**src/rtl/mem_stage_lsu_if.sv**
```systemverilog
`default_nettype none
// ============================================================================
//  Module      : mem_stage_lsu_if
//  Description : Request/response data-memory port between the MEM-stage
//                load/store unit (master) and data memory (slave).
//  Revision    : 1.0 - initial release
// ============================================================================
interface mem_stage_lsu_if #(
    parameter int DATA_WIDTH = 32
);
    logic                      dreq;
    logic                      dgnt;
    logic                      dwe;
    logic [DATA_WIDTH-1:0]     daddr;
    logic [DATA_WIDTH-1:0]     dwdata;
    logic [DATA_WIDTH/8-1:0]   dwstrb;
    logic                      drvalid;
    logic [DATA_WIDTH-1:0]     drdata;
    logic                      derr;

    modport master (
        output dreq, dwe, daddr, dwdata, dwstrb,
        input  dgnt, drvalid, drdata, derr
    );

    modport slave (
        input  dreq, dwe, daddr, dwdata, dwstrb,
        output dgnt, drvalid, drdata, derr
    );
endinterface
`default_nettype wire

```
**src/rtl/mem_stage_lsu.sv**
```systemverilog
`default_nettype none
// ============================================================================
//  Module      : mem_stage_lsu
//  Description : MEM-stage load/store unit. Accepts one EX/MEM entry at a
//                time, performs the access on a request/response memory port,
//                lane-extracts and extends load data, and offers the result
//                to MEM/WB. One outstanding access, misalignment trapped.
//  Revision    : 1.0 - initial release
// ============================================================================
module mem_stage_lsu #(
    parameter int DATA_WIDTH = 32
) (
    input  wire logic                    clk,
    input  wire logic                    resetn,
    // EX/MEM side
    input  wire logic                    in_valid,
    output logic                         Mready,
    input  wire logic                    MemReadM,
    input  wire logic                    MemWriteM,
    input  wire logic [DATA_WIDTH/8-1:0] WmaskM,
    input  wire logic [2:0]              RopcodeM,
    input  wire logic [DATA_WIDTH-1:0]   ALUResultM,
    input  wire logic [DATA_WIDTH-1:0]   WriteDataM,
    // MEM/WB side
    output logic                         Mvalid,
    input  wire logic                    Wready,
    output logic [DATA_WIDTH-1:0]        ReadDataM,
    output logic                         MemErrM,
    // data memory port
    mem_stage_lsu_if.master              dmem
);

    localparam int c_STRB_W = DATA_WIDTH / 8;
    localparam int c_OFF_W  = $clog2(c_STRB_W);
    localparam logic [c_STRB_W-1:0] c_MASK_H = {{(c_STRB_W-2){1'b0}}, 2'b11};
    localparam logic [c_STRB_W-1:0] c_MASK_W = '1;

    typedef enum logic [1:0] {
        S_IDLE = 2'd0,
        S_REQ  = 2'd1,
        S_RSP  = 2'd2,
        S_DONE = 2'd3
    } state_t;

    state_t                r_state;
    state_t                w_state_nxt;

    logic                  r_is_load;
    logic [2:0]            r_ropc;
    logic [c_OFF_W-1:0]    r_off;

    logic                  w_xfer;
    logic                  w_is_mem;
    logic                  w_misaligned;
    logic [c_OFF_W-1:0]    w_off;
    logic [DATA_WIDTH-1:0] w_shift;
    logic [DATA_WIDTH-1:0] w_load_data;

    assign w_off    = ALUResultM[c_OFF_W-1:0];
    assign w_is_mem = MemReadM | MemWriteM;
    assign w_xfer   = in_valid && (r_state == S_IDLE);

    assign Mready    = (r_state == S_IDLE);
    assign Mvalid    = (r_state == S_DONE);
    assign dmem.dreq = (r_state == S_REQ);

    // Alignment check; a load takes precedence if both read and write are set.
    // Loads decode funct3[1:0]: 00 byte, 01 half, anything else is a word.
    always_comb begin
        w_misaligned = 1'b0;
        if (MemReadM) begin
            case (RopcodeM[1:0])
                2'b00:   w_misaligned = 1'b0;
                2'b01:   w_misaligned = w_off[0];
                default: w_misaligned = |w_off;
            endcase
        end else if (MemWriteM) begin
            if (WmaskM == c_MASK_H) begin
                w_misaligned = w_off[0];
            end else if (WmaskM == c_MASK_W) begin
                w_misaligned = |w_off;
            end
        end
    end

    // Response lane extraction and sign/zero extension for the latched load type.
    always_comb begin
        w_shift = dmem.drdata >> {r_off, 3'b000};
        case (r_ropc)
            3'b000:  w_load_data = {{(DATA_WIDTH-8){w_shift[7]}},   w_shift[7:0]};
            3'b001:  w_load_data = {{(DATA_WIDTH-16){w_shift[15]}}, w_shift[15:0]};
            3'b100:  w_load_data = {{(DATA_WIDTH-8){1'b0}},         w_shift[7:0]};
            3'b101:  w_load_data = {{(DATA_WIDTH-16){1'b0}},        w_shift[15:0]};
            default: w_load_data = w_shift;
        endcase
    end

    // State register.
    always_ff @(posedge clk) begin
        if (!resetn) begin
            r_state <= S_IDLE;
        end else begin
            r_state <= w_state_nxt;
        end
    end

    // Next-state logic: aligned memory entries go through the bus, everything
    // else (non-memory or misaligned) completes straight away.
    always_comb begin
        w_state_nxt = r_state;
        case (r_state)
            S_IDLE: begin
                if (w_xfer) begin
                    w_state_nxt = (w_is_mem && !w_misaligned) ? S_REQ : S_DONE;
                end
            end
            S_REQ: begin
                if (dmem.dgnt) begin
                    w_state_nxt = S_RSP;
                end
            end
            S_RSP: begin
                if (dmem.drvalid) begin
                    w_state_nxt = S_DONE;
                end
            end
            S_DONE: begin
                if (Wready) begin
                    w_state_nxt = S_IDLE;
                end
            end
            default: w_state_nxt = S_IDLE;
        endcase
    end

    // Request fields captured at acceptance and held through the access;
    // result captured at acceptance (error/zero) or at the response.
    always_ff @(posedge clk) begin
        if (!resetn) begin
            r_is_load    <= 1'b0;
            r_ropc       <= 3'b000;
            r_off        <= '0;
            dmem.daddr   <= '0;
            dmem.dwe     <= 1'b0;
            dmem.dwdata  <= '0;
            dmem.dwstrb  <= '0;
            ReadDataM    <= '0;
            MemErrM      <= 1'b0;
        end else if (w_xfer) begin
            r_is_load    <= MemReadM;
            r_ropc       <= RopcodeM;
            r_off        <= w_off;
            dmem.daddr   <= {ALUResultM[DATA_WIDTH-1:c_OFF_W], {c_OFF_W{1'b0}}};
            dmem.dwe     <= MemWriteM && !MemReadM;
            dmem.dwdata  <= WriteDataM << {w_off, 3'b000};
            dmem.dwstrb  <= WmaskM << w_off;
            ReadDataM    <= '0;
            MemErrM      <= w_misaligned;
        end else if ((r_state == S_RSP) && dmem.drvalid) begin
            ReadDataM    <= r_is_load ? w_load_data : '0;
            MemErrM      <= dmem.derr;
        end
    end

endmodule
`default_nettype wire

```
**src/flat_wrapper.sv**
```systemverilog
// flat-port wrapper written by rule: the top's interface ports become plain ports
module mem_stage_lsu_flat 
#(
    parameter int DATA_WIDTH = 32
)
  (clk, resetn, in_valid, Mready, MemReadM, MemWriteM, WmaskM, RopcodeM, ALUResultM, WriteDataM, Mvalid, Wready, ReadDataM, MemErrM, dmem_dreq, dmem_dwe, dmem_daddr, dmem_dwdata, dmem_dwstrb, dmem_dgnt, dmem_drvalid, dmem_drdata, dmem_derr);
  mem_stage_lsu_if #(.DATA_WIDTH(DATA_WIDTH)) dmem_i ();
  input  wire logic clk;
  input  wire logic resetn;
  input  wire logic in_valid;
  output logic Mready;
  input  wire logic MemReadM;
  input  wire logic MemWriteM;
  input  wire logic [DATA_WIDTH/8-1:0] WmaskM;
  input  wire logic [2:0] RopcodeM;
  input  wire logic [DATA_WIDTH-1:0] ALUResultM;
  input  wire logic [DATA_WIDTH-1:0] WriteDataM;
  output logic Mvalid;
  input  wire logic Wready;
  output logic [DATA_WIDTH-1:0] ReadDataM;
  output logic MemErrM;
  output wire logic [$bits(dmem_i.dreq)-1:0] dmem_dreq;
  output wire logic [$bits(dmem_i.dwe)-1:0] dmem_dwe;
  output wire logic [$bits(dmem_i.daddr)-1:0] dmem_daddr;
  output wire logic [$bits(dmem_i.dwdata)-1:0] dmem_dwdata;
  output wire logic [$bits(dmem_i.dwstrb)-1:0] dmem_dwstrb;
  input wire logic [$bits(dmem_i.dgnt)-1:0] dmem_dgnt;
  input wire logic [$bits(dmem_i.drvalid)-1:0] dmem_drvalid;
  input wire logic [$bits(dmem_i.drdata)-1:0] dmem_drdata;
  input wire logic [$bits(dmem_i.derr)-1:0] dmem_derr;
  assign dmem_dreq = dmem_i.dreq;
  assign dmem_dwe = dmem_i.dwe;
  assign dmem_daddr = dmem_i.daddr;
  assign dmem_dwdata = dmem_i.dwdata;
  assign dmem_dwstrb = dmem_i.dwstrb;
  assign dmem_i.dgnt = dmem_dgnt;
  assign dmem_i.drvalid = dmem_drvalid;
  assign dmem_i.drdata = dmem_drdata;
  assign dmem_i.derr = dmem_derr;
  mem_stage_lsu #(.DATA_WIDTH(DATA_WIDTH)) u_core (.clk(clk), .resetn(resetn), .in_valid(in_valid), .Mready(Mready), .MemReadM(MemReadM), .MemWriteM(MemWriteM), .WmaskM(WmaskM), .RopcodeM(RopcodeM), .ALUResultM(ALUResultM), .WriteDataM(WriteDataM), .Mvalid(Mvalid), .Wready(Wready), .ReadDataM(ReadDataM), .MemErrM(MemErrM), .dmem(dmem_i));
endmodule
```
**config.mk**
```make
export PLATFORM = sky130hd
export DESIGN_NAME = mem_stage_lsu_flat
export DESIGN_NICKNAME = d
export VERILOG_FILES = /design/src/rtl/mem_stage_lsu_if.sv /design/src/rtl/mem_stage_lsu.sv /design/src/flat_wrapper.sv
export SDC_FILE = /design/constraint.sdc
export NUM_CORES = 1
export LEC_CHECK = 0
export BUFFER_PORTS_ARGS = -buffer_cell sky130_fd_sc_hd__buf_2
export CAP_MARGIN = 20
export CORE_MARGIN = 1.5
export CORE_UTILIZATION = 30
export CTS_CLUSTER_DIAMETER = 40
export DETAILED_ROUTE_END_ITERATION = 6
export SLEW_MARGIN = 20
export SYNTH_ARGS = -nofsm -noshare
export SYNTH_HDL_FRONTEND = slang
export SYNTH_SLANG_ARGS = --single-unit
```
**constraint.sdc**
```tcl
create_clock -name clk -period 4.47 [get_ports clk]
set_input_delay 0.2235 -clock clk [delete_from_list [all_inputs] [get_ports clk]]
set_output_delay 0.2235 -clock clk [all_outputs]
set_load 0.03 [all_outputs]
```
==> results of run 1 <==
==> registers in the layout, summed over array words and instances (netlist names) <==
register            flops
u_core.r_is_load        1
u_core.ReadDataM       32
u_core.dmem.dwe         1
u_core.r_off            2
u_core.r_state          2
u_core.dmem.dwdata     32
u_core.MemErrM          1
u_core.dmem.daddr      30
u_core.r_ropc           3
u_core.dmem.dwstrb      4
==> critical path, cell delays in order, from the launching register on <==
cell and delay (ns):
sky130_fd_sc_hd__dfxtp_1 0.40, sky130_fd_sc_hd__inv_1 0.10, sky130_fd_sc_hd__ha_1 0.27, sky130_fd_sc_hd__nand2_2 0.09, sky130_fd_sc_hd__nand2_1 0.38, sky130_fd_sc_hd__a21oi_1 0.99
sky130_fd_sc_hd__a221o_1 0.29
==> final timing paths <==
kind / endpoint / startpoint / cells past startpoint / slack [ns]
hold reg to reg: u_core.dmem.dwdata[12] / u_core.dmem.dwdata[12] / 2 / 0.46
hold / removal: u_core.dmem.daddr[6] / ALUResultM[6] / 3 / 0.11
setup / recovery: u_core.ReadDataM[24] / u_core.r_state[0] / 6 / 1.89
setup reg to reg: u_core.ReadDataM[24] / u_core.r_state[0] / 6 / 1.89
==> cells in the final DEF, fill, tap and decap left out, types with 2 or more instances in the layout <==
cell | netlist | final
sky130_fd_sc_hd__a22o_1 | 9 | 9
sky130_fd_sc_hd__clkbuf_16 | 0 | 9
sky130_fd_sc_hd__o21ai_0 | 26 | 26
sky130_fd_sc_hd__inv_1 | 3 | 3
sky130_fd_sc_hd__a21oi_1 | 10 | 10
sky130_fd_sc_hd__mux2_2 | 17 | 17
sky130_fd_sc_hd__ha_1 | 5 | 5
sky130_fd_sc_hd__a221o_1 | 8 | 8
sky130_fd_sc_hd__nand2_1 | 109 | 108
sky130_fd_sc_hd__a21boi_0 | 47 | 46
sky130_fd_sc_hd__nor3_1 | 10 | 10
sky130_fd_sc_hd__o211a_1 | 2 | 2
sky130_fd_sc_hd__mux2i_1 | 26 | 26
sky130_fd_sc_hd__a221oi_1 | 9 | 9
sky130_fd_sc_hd__nor2b_1 | 13 | 13
sky130_fd_sc_hd__buf_4 | 3 | 5
sky130_fd_sc_hd__dfxtp_1 | 108 | 108
sky130_fd_sc_hd__mux4_2 | 8 | 8
sky130_fd_sc_hd__nor3b_2 | 2 | 2
sky130_fd_sc_hd__nand3b_1 | 9 | 9
sky130_fd_sc_hd__nand3_1 | 3 | 3
sky130_fd_sc_hd__a22oi_1 | 16 | 16
sky130_fd_sc_hd__buf_2 | 11 | 214
sky130_fd_sc_hd__o211ai_1 | 11 | 11
sky130_fd_sc_hd__conb_1 | 1 | 2
sky130_fd_sc_hd__and3_1 | 3 | 3
sky130_fd_sc_hd__o2bb2ai_1 | 8 | 8
sky130_fd_sc_hd__nor2_1 | 12 | 12
sky130_fd_sc_hd__clkinvlp_4 | 0 | 3
==> per-stage QoR <==
step                      power, mW  cell area [µm²]  std cells  hold WS (ns)
after floorplan                1.93             4970        530         0.349
after global placement         2.25             6160        922         0.432
after detailed placement       2.26             6160        922         0.442
after CTS                      3.05             6440        938        0.0955
after global routing           3.19             6450        939         0.107
final                          3.01             6450        939         0.108
==> layout make-up <==
| type | instances | share of cell area [%] |
|---|---|---|
| multi-input combinational | 376 | 40.4 |
| sequential | 108 | 33.5 |
| timing repair buffer | 219 | 17.2 |
| tap | 216 | 4.19 |
| clock buffer | 10 | 3.71 |
| clock inverter | 6 | 0.738 |
| inverter | 3 | 0.175 |
| antenna | 1 | 0.0388 |
==> per-layer routing <==
layer,up-vias,share of wire (%),track usage [%]
met5,-,0.21,0
met4,4,1.4,5.68
met3,18,8.1,5.71
met2,184,46,27.6
met1,2151,44,22.4
li1,2275,-,-
==> power by group through the flow <==
| stage | clock (mW) | combinational, mW | sequential [mW] |
|---|---|---|---|
| final | 0.784 | 1.07 | 1.16 |
| after global routing | 0.851 | 1.17 | 1.17 |
| after CTS | 0.808 | 1.08 | 1.16 |
| after detailed placement | 0 | 1.08 | 1.18 |
| after global placement | 0 | 1.07 | 1.17 |
| after floorplan | 0 | 0.575 | 1.36 |
==> cell families after synthesis <==
kind of cell | count (synthesis)
AOI/OAI and AO/OA | 152
DFF | 108
other | 1
muxes | 51
and+or+nand+nor | 165
xor gates and xnor gates | 1
adders and majority gates | 5
buffers and inverters | 46
==> impl_summary.md, run 1 <==
Clock tree
The total CTS buffers is 9. The clock insertion delay at the later pin of the skew report is ~0.36 ns. The number of clock sinks is 108. Hold repair after CTS inserted 0 buffers.

The number of gates resized after cts is 0. The tree is rooted in a sky130_fd_sc_hd__clkbuf_16. No sink is reached through more buffers than the 2 on the longest clock path. Clock-pin slew was measured on the worst setup and hold paths at around 0.080 ns. Buffers added to address setup during post-CTS repair amount to 0. The CTS tree is done. The H-tree depth is 3.

Timing
Setup repair after global routing left no endpoint under its margin. The smallest clock period supported by the final layout is computed as 2.58 ns. The worst slew margin relative to its limit is roughly 29%. The achievable clock frequency is 387 MHz. At the pin with the least slew margin, the transition time is ~1.1 ns. Across all setup checks in the final design, the least slack found is ~1.9 ns. The final-layout setup total negative slack is 0 ns. The final-report setup violation count is 0. The portion of the clock cycle consumed by the worst path in the final layout is between 50% and 60%.

The final-report hold violation count is 0. The maximum clock skew at final layout is around 0.012 ns. The total count of max-transition violations in the final report came to 0.

Die
For this configuration, the core starts out at a cell density of between 30% and 40%. The overall die area is between 15000 and 20000 µm². The die outline width is 132 µm.

After floorplanning, the core was divided into 46 placement rows. During I/O placement, the number of pins put on the boundary was ~220. The core region is around 16000 µm². The vertical die dimension is around 130 µm.

Pwr
The reported leakage power is between 2 and 3 nW. The clock share of power is a little over a quarter. The net load switching power is 1.18 mW. The combinational share of power is a little over a third. Dividing total power by cell area gives a power density of 467 nW/µm². The share of total power dissipated in sequential elements is between 30% and 40%.

The internal power of the cells totals 1.83 mW. Across the VDD grid, the largest voltage drop is around 0.00022 V. In this run switching power makes up about two fifths of total power.

Placed design
The congestion estimate from routability-driven global placement came to 0.904. Before CTS, the worst setup slack after placement is approximately 1.9 ns. The estimated wirelength of the detail-placed design is 11.4 mm. The count of buffers inserted at the top-level ports is roughly 210.

Drt
The final route contains 4632 vias. The first detailed-routing pass took 4 iterations. Wires add up to between 15 and 20 mm. Dividing the detail-routed wire length by the instance count gives 16.3 µm.

In this run, the number of DRC markers left after iteration 0 of detailed routing was approximately 230. The vias per cell is 4.93. The detail route stage leaves a number of antenna-violating nets equal to 0.

After detailed routing, the number of remaining DRC violations is 0.

GRT
The total overflow left after global routing is 0. Across every metal layer, demand over resource in global routing totals about 17%. The initial antenna violation count is 3. The maximum number of pins on one net before global-route repair is between 60 and 70. The via count of the first global-routing pass is roughly 4300.

The global-route wire length before repair is between 20 and 25 mm.

Synth
The count of warnings emitted by yosys is 0. The compound-gate portion of the synthesized area is approximately 23%. The most common cell in the synthesized netlist is sky130_fd_sc_hd__nand2_1. The distinct cell type count after synthesis is 41. After synthesis, the share of flip-flops with an asynchronous set or reset is 0%. In this run, synthesis produced a sequential element count of 108. The gate count of the mapped netlist is ~530. Summing the areas of all and, or, nand and nor instances in the mapped netlist gives between 10% and 20% of the synthesized area.

Multiplexer cells account for between 10% and 20% of the synthesized area. The average cell area after synthesis is approximately 9.4 µm². In this run the cell area of the synthesized design comes to a little under 5000 µm².

Ranked by total cell area, the synthesized netlist is headed by sky130_fd_sc_hd__dfxtp_1 44%, sky130_fd_sc_hd__nand2_1 8.2%, sky130_fd_sc_hd__a21boi_0 7.1%. In the synthesized netlist, the cells that appear most often are 109 x sky130_fd_sc_hd__nand2_1, 108 x sky130_fd_sc_hd__dfxtp_1, 47 x sky130_fd_sc_hd__a21boi_0. The share of synthesized area in the top cell type comes to between 40% and 50%. Of the total synthesized cell area, the portion taken by XOR and XNOR cells is less than 1%. In this run, synthesis inferred 0 flip-flops with an integrated enable. The share of synthesized area occupied by flip-flops and latches is between 40% and 50%.

For this run, the leading register cell type out of synthesis is sky130_fd_sc_hd__dfxtp_1. The fraction of the mapped netlist area in adder cells is 1.26%. The synthesized design spends more area on one cell type than any other, namely sky130_fd_sc_hd__dfxtp_1. The main combinational cell family by area after synthesis is compound AO/OA/AOI/OAI gates.

Finish
For this run, the post-layout net count is 834. At the end of the flow the core is filled with cells to around 40%. The filler cell count is 1696. Registers take approximately 2200 µm². From synthesis to final layout, the design area changed by 29.8%. Of the cells placed in the final design, the portion with a size suffix greater than 1 is about 37%.

Summing all multi-input logic gate instances after layout gives 2610 µm².

Worst setup path
The start-to-end type of the worst setup path is flop to flop. Along the worst path, the maximum fanout reaches 19. For the worst setup path, the data required time is ~4.8 ns. Data arrives at the worst endpoint at roughly 2.9 ns. The startpoint class of the critical path is a flop. The element type at the critical path end is a flop.

Run
Across the run, the number of max-cap violations was 0.

Status
The run finished with clean final reports.

Worst hold path
The class of the tightest hold or removal check is primary input to flop.
Power figures use the tool's default switching activity.
==> run 2, diff against run 1 <==
--- a/config.mk
+++ b/config.mk
@@ -5,6 +5,7 @@
 export SDC_FILE = /design/constraint.sdc
 export NUM_CORES = 1
 export LEC_CHECK = 0
+export ABC_AREA = 1
 export BUFFER_PORTS_ARGS = -buffer_cell sky130_fd_sc_hd__buf_2
 export CAP_MARGIN = 20
 export CORE_MARGIN = 1.5
==> constraint.sdc (replaced) <==
create_clock -name clk -period 2.1 [get_ports clk]
set_input_delay 0.105 -clock clk [delete_from_list [all_inputs] [get_ports clk]]
set_output_delay 0.105 -clock clk [all_outputs]
set_load 0.03 [all_outputs]
==> run 2 against run 1 <==
- synthesized area up 2.1%
- clock power grew 130%
- combinational power is 120% higher
==> impl_summary.md, run 2 <==
Timing
Setup violations remaining at the end of the flow were counted as 0. Derived from the worst setup path, the maximum achievable clock frequency is between 500 and 600 MHz. After routing, the total negative slack on setup checks comes to 0 ns. The worst slew margin relative to its limit is around two thirds. The total count of max-transition violations in the final report was 0. Subtracting the final worst setup slack from the clock period gives roughly 1.8 ns. The final hold slack is about 0.033 ns. Setup repair after global routing left no endpoint under its margin. The portion of the clock cycle consumed by the worst path in the final layout is 87.9%. The maximum clock skew at final layout is 0.00838 ns.

The final-report hold violation count came to 0. For the pin with the worst max-slew slack, the measured transition is ~0.52 ns.

Clock tree
The CTS tree is done. The number of clock sinks is ~110. The clock insertion delay at the later pin of the skew report is ~0.35 ns. CTS placed an instance of sky130_fd_sc_hd__clkbuf_16 at the clock tree root. The number of clock buffers added by TritonCTS is 9.

The register clock-pin slew on the reported worst setup and hold paths is roughly 0.07 ns. The H-tree depth is 3. In this run the post-CTS setup repair buffer count came out at 0. The maximum number of buffers from clock root to sink is 2.

Die
The die covers around 18000 µm². The number of I/O pins is roughly 220. The site row count is between 40 and 50. After floorplanning, the core was sized to cover roughly 17000 µm². The vertical die dimension is between 100 and 150 µm. The initial utilization of the core area, before any placement, comes to between 30% and 40%. The die outline width is 133 µm.

Placed design
The HPWL after detailed placement is 11.7 mm. Counting tap cells, the placed design contains a total of between 1000 and 1500 instances. The routability-driven placement congestion ratio is ~0.85. The count of buffers inserted at the top-level ports is about 210. The post-placement cell area is roughly 6300 µm².

Worst setup path
Along the worst path, the maximum fanout reaches 11. The worst flop-to-flop path endpoint is u_core.dmem.dwdata[25]. STA classifies the critical path startpoint as a flop. The setup path with the least slack is of type flop to flop. Measured in cells, the most critical reg-to-reg path has a length of 8. The critical register-to-register path startpoint is u_core.r_state[0]. The worst setup path is captured at a flop.

The reg-to-reg setup timing slack is 0.25 ns. The required time reported for the critical path endpoint is about 2.3 ns. The critical path arrival is 2.07 ns.

GRT
The via count of the first global-routing pass is roughly 4900. The overall track demand over capacity in global routing is around 18%. The initial antenna violation count is 1. The total global routing overflow is 0. The maximum number of pins on one net before global-route repair is between 50 and 60. The global-route wire length before repair is ~25 mm.

Worst hold path
The worst hold path begins at RopcodeM[0]. The hold path depth is 3. The capture endpoint of the worst hold path is u_core.r_ropc[0].

The tightest min-delay check is of the primary input to flop type.

Drt
The violation count after the first detailed-route iteration is between 300 and 400. Dividing the detail-routed wire length by the instance count gives ~14 µm. The wire length reported by the detailed router is roughly 16 mm. The total DRC errors in the routed layout is 0. The first detailed-routing pass took 6 iterations. The via count is roughly 5200. Dividing the detail-routed via count by the number of cells gives around 4.7. In this run the remaining antenna-violating nets after routing total 0.

Pwr
Combinational logic burns 35.7% of the power. The clock share of power is a little over a quarter. The worst-case IR drop observed on VDD is roughly 0.00065 V. Sequential cells account for between 30% and 40% of the total power. The fraction of power spent switching nets is between 30% and 40%.

For this design the ratio of total power to cell area is roughly 960 nW/µm². Cell internal power was estimated by the tool at slightly above 4 mW. For this design the total switching power over the nets is 2.53 mW.

Summed over all cells, the static leakage comes to between 3 and 4 nW.

Synth
The synthesized netlist contains 37 unique library cells. The post-synthesis instance area is a little over 5000 µm². The share of synthesized area in the top cell type comes to a little over two fifths. Among all flip-flop cells after synthesis, the most frequent one is sky130_fd_sc_hd__dfxtp_1. The proportion of synthesized flip-flops having asynchronous set or reset is 0%. Synthesis produced a netlist whose cell count is between 600 and 700. The count of warnings emitted by yosys is 0. The leading area contributor after synthesis is sky130_fd_sc_hd__dfxtp_1.

The count of state elements after synthesis is ~110. By count the netlist is led by 223 x sky130_fd_sc_hd__nand2_1, 108 x sky130_fd_sc_hd__dfxtp_1, 43 x sky130_fd_sc_hd__a21oi_1. The most frequent cell after synthesis is sky130_fd_sc_hd__nand2_1. By area the synthesized netlist is led by sky130_fd_sc_hd__dfxtp_1 43%, sky130_fd_sc_hd__nand2_1 17%, sky130_fd_sc_hd__a22o_1 6.6%.

The synthesized design contains 0 enable-type register cells. The average cell area after synthesis is approximately 7.6 µm². Sequential cells were found to cover a little over two fifths of the synthesized design area.

Finish
The leading cell type in the layout, fill and taps excluded is sky130_fd_sc_hd__nand2_1. The number of non-filler instances in the completed layout is between 1000 and 1500. The area growth from synthesis to layout is 36.0%. The largest registers in the layout are u_core.ReadDataM x32, u_core.dmem.dwdata x32, u_core.dmem.daddr x30.

In the layout the commonest cells are 223 x sky130_fd_sc_hd__nand2_1, 214 x sky130_fd_sc_hd__buf_2, 108 x sky130_fd_sc_hd__dfxtp_1. In the final layout, the share of cells above drive strength 1 is a little under a third. In the final design database the tool counted between 1000 and 1500 nets. The total non-filler cell area in the finished layout is between 6000 and 7000 µm².

Status
The run finished with clean final reports.

Run
The number of violations of the max-capacitance limit is 0.
run 2: cell types whose count changed after synthesis, moves of 15 or more:
cell and delta:
sky130_fd_sc_hd__a22o_1 +29, sky130_fd_sc_hd__mux2_2 -17, sky130_fd_sc_hd__inv_1 +38, sky130_fd_sc_hd__a21boi_0 -47, sky130_fd_sc_hd__a21oi_1 +33, sky130_fd_sc_hd__mux2i_1 -24
sky130_fd_sc_hd__nand2_1 +114, sky130_fd_sc_hd__clkbuf_1 -15, sky130_fd_sc_hd__nand3_1 +33
run 2: critical path: stages (launching register included):
cell and delay (ns):
sky130_fd_sc_hd__dfxtp_1 0.37, sky130_fd_sc_hd__inv_1 0.09, sky130_fd_sc_hd__ha_1 0.23, sky130_fd_sc_hd__nand2_2 0.25, sky130_fd_sc_hd__inv_1 0.07, sky130_fd_sc_hd__nand2_1 0.27, sky130_fd_sc_hd__inv_1 0.17, sky130_fd_sc_hd__a22oi_1 0.17
sky130_fd_sc_hd__o22ai_1 0.09
run 2: power by group through the flow:
| stage | logic, mW | clock network [mW] | registers, mW |
|---|---|---|---|
| 2_1_floorplan | 1.31 | 0 | 2.90 |
| 3_3_place_gp | 2.31 | 0 | 2.51 |
| 3_5_place_dp | 2.32 | 0 | 2.50 |
| 4_1_cts | 2.37 | 1.86 | 2.46 |
| 5_1_grt | 2.58 | 1.93 | 2.50 |
| 6_report | 2.35 | 1.78 | 2.47 |
run 2: cells by family (layout without fill, tap and decap cells):
logic type | after synthesis | in the layout | share of synthesized area (%)
mux | 2 | 2 | 0.395
other cells | 1 | 3 | 0.0740
simple gates | 295 | 295 | 25.4
compound gates | 165 | 165 | 21.5
buf+inv | 94 | 322 | 8.77
flops | 108 | 108 | 42.7
fa+ha+maj | 5 | 5 | 1.23
run 2: final cells by class:
class | count | area, µm²
diodes | 1 | 2.50
clock inverters | 4 | 55.1
well taps | 220 | 275
flip-flops and latches | 108 | 2160
repair buffers | 257 | 1480
inverters | 49 | 191
multi-input cells | 469 | 2460
fillers | 1754 | 9630
clock buffers | 12 | 256
run 2: what timing repair did:
item	CTS	global route
hold buffers	31	0
resized for setup	0	0
endpoints found under the setup margin	0	0
hold endpoints to repair	31	0
run 2: through the flow:
step	setup WS (ns)	power (mW)	util (%)
3_3_place_gp	0.334	4.82	37.9
4_1_cts	0.278	6.69	41.7
6_report	0.255	6.59	41.7
5_1_grt	0.0225	7.01	41.7
2_1_floorplan	0.354	4.21	-
3_5_place_dp	0.268	4.82	37.9
run 2: how the worst max path moves through the flow:
stage               depth (start not counted)                      to              start
floorplan                                   7    u_core.ReadDataM[21]  u_core.r_state[0]
global placement                            8  u_core.dmem.dwdata[21]  u_core.r_state[0]
detailed placement                          8  u_core.dmem.dwdata[25]  u_core.r_state[0]
CTS                                         8  u_core.dmem.dwdata[25]  u_core.r_state[0]
global route                                8  u_core.dmem.dwdata[22]  u_core.r_state[0]
finish                                      8  u_core.dmem.dwdata[25]  u_core.r_state[0]
run 2: routing by layer:
metal	track usage, %	vias up	wire (µm)
met5	0	-	0
met3	5.36	17	1310
li1	-	2669	-
met1	22.5	2343	6970
met2	29.4	199	7400
met4	5.68	0	309
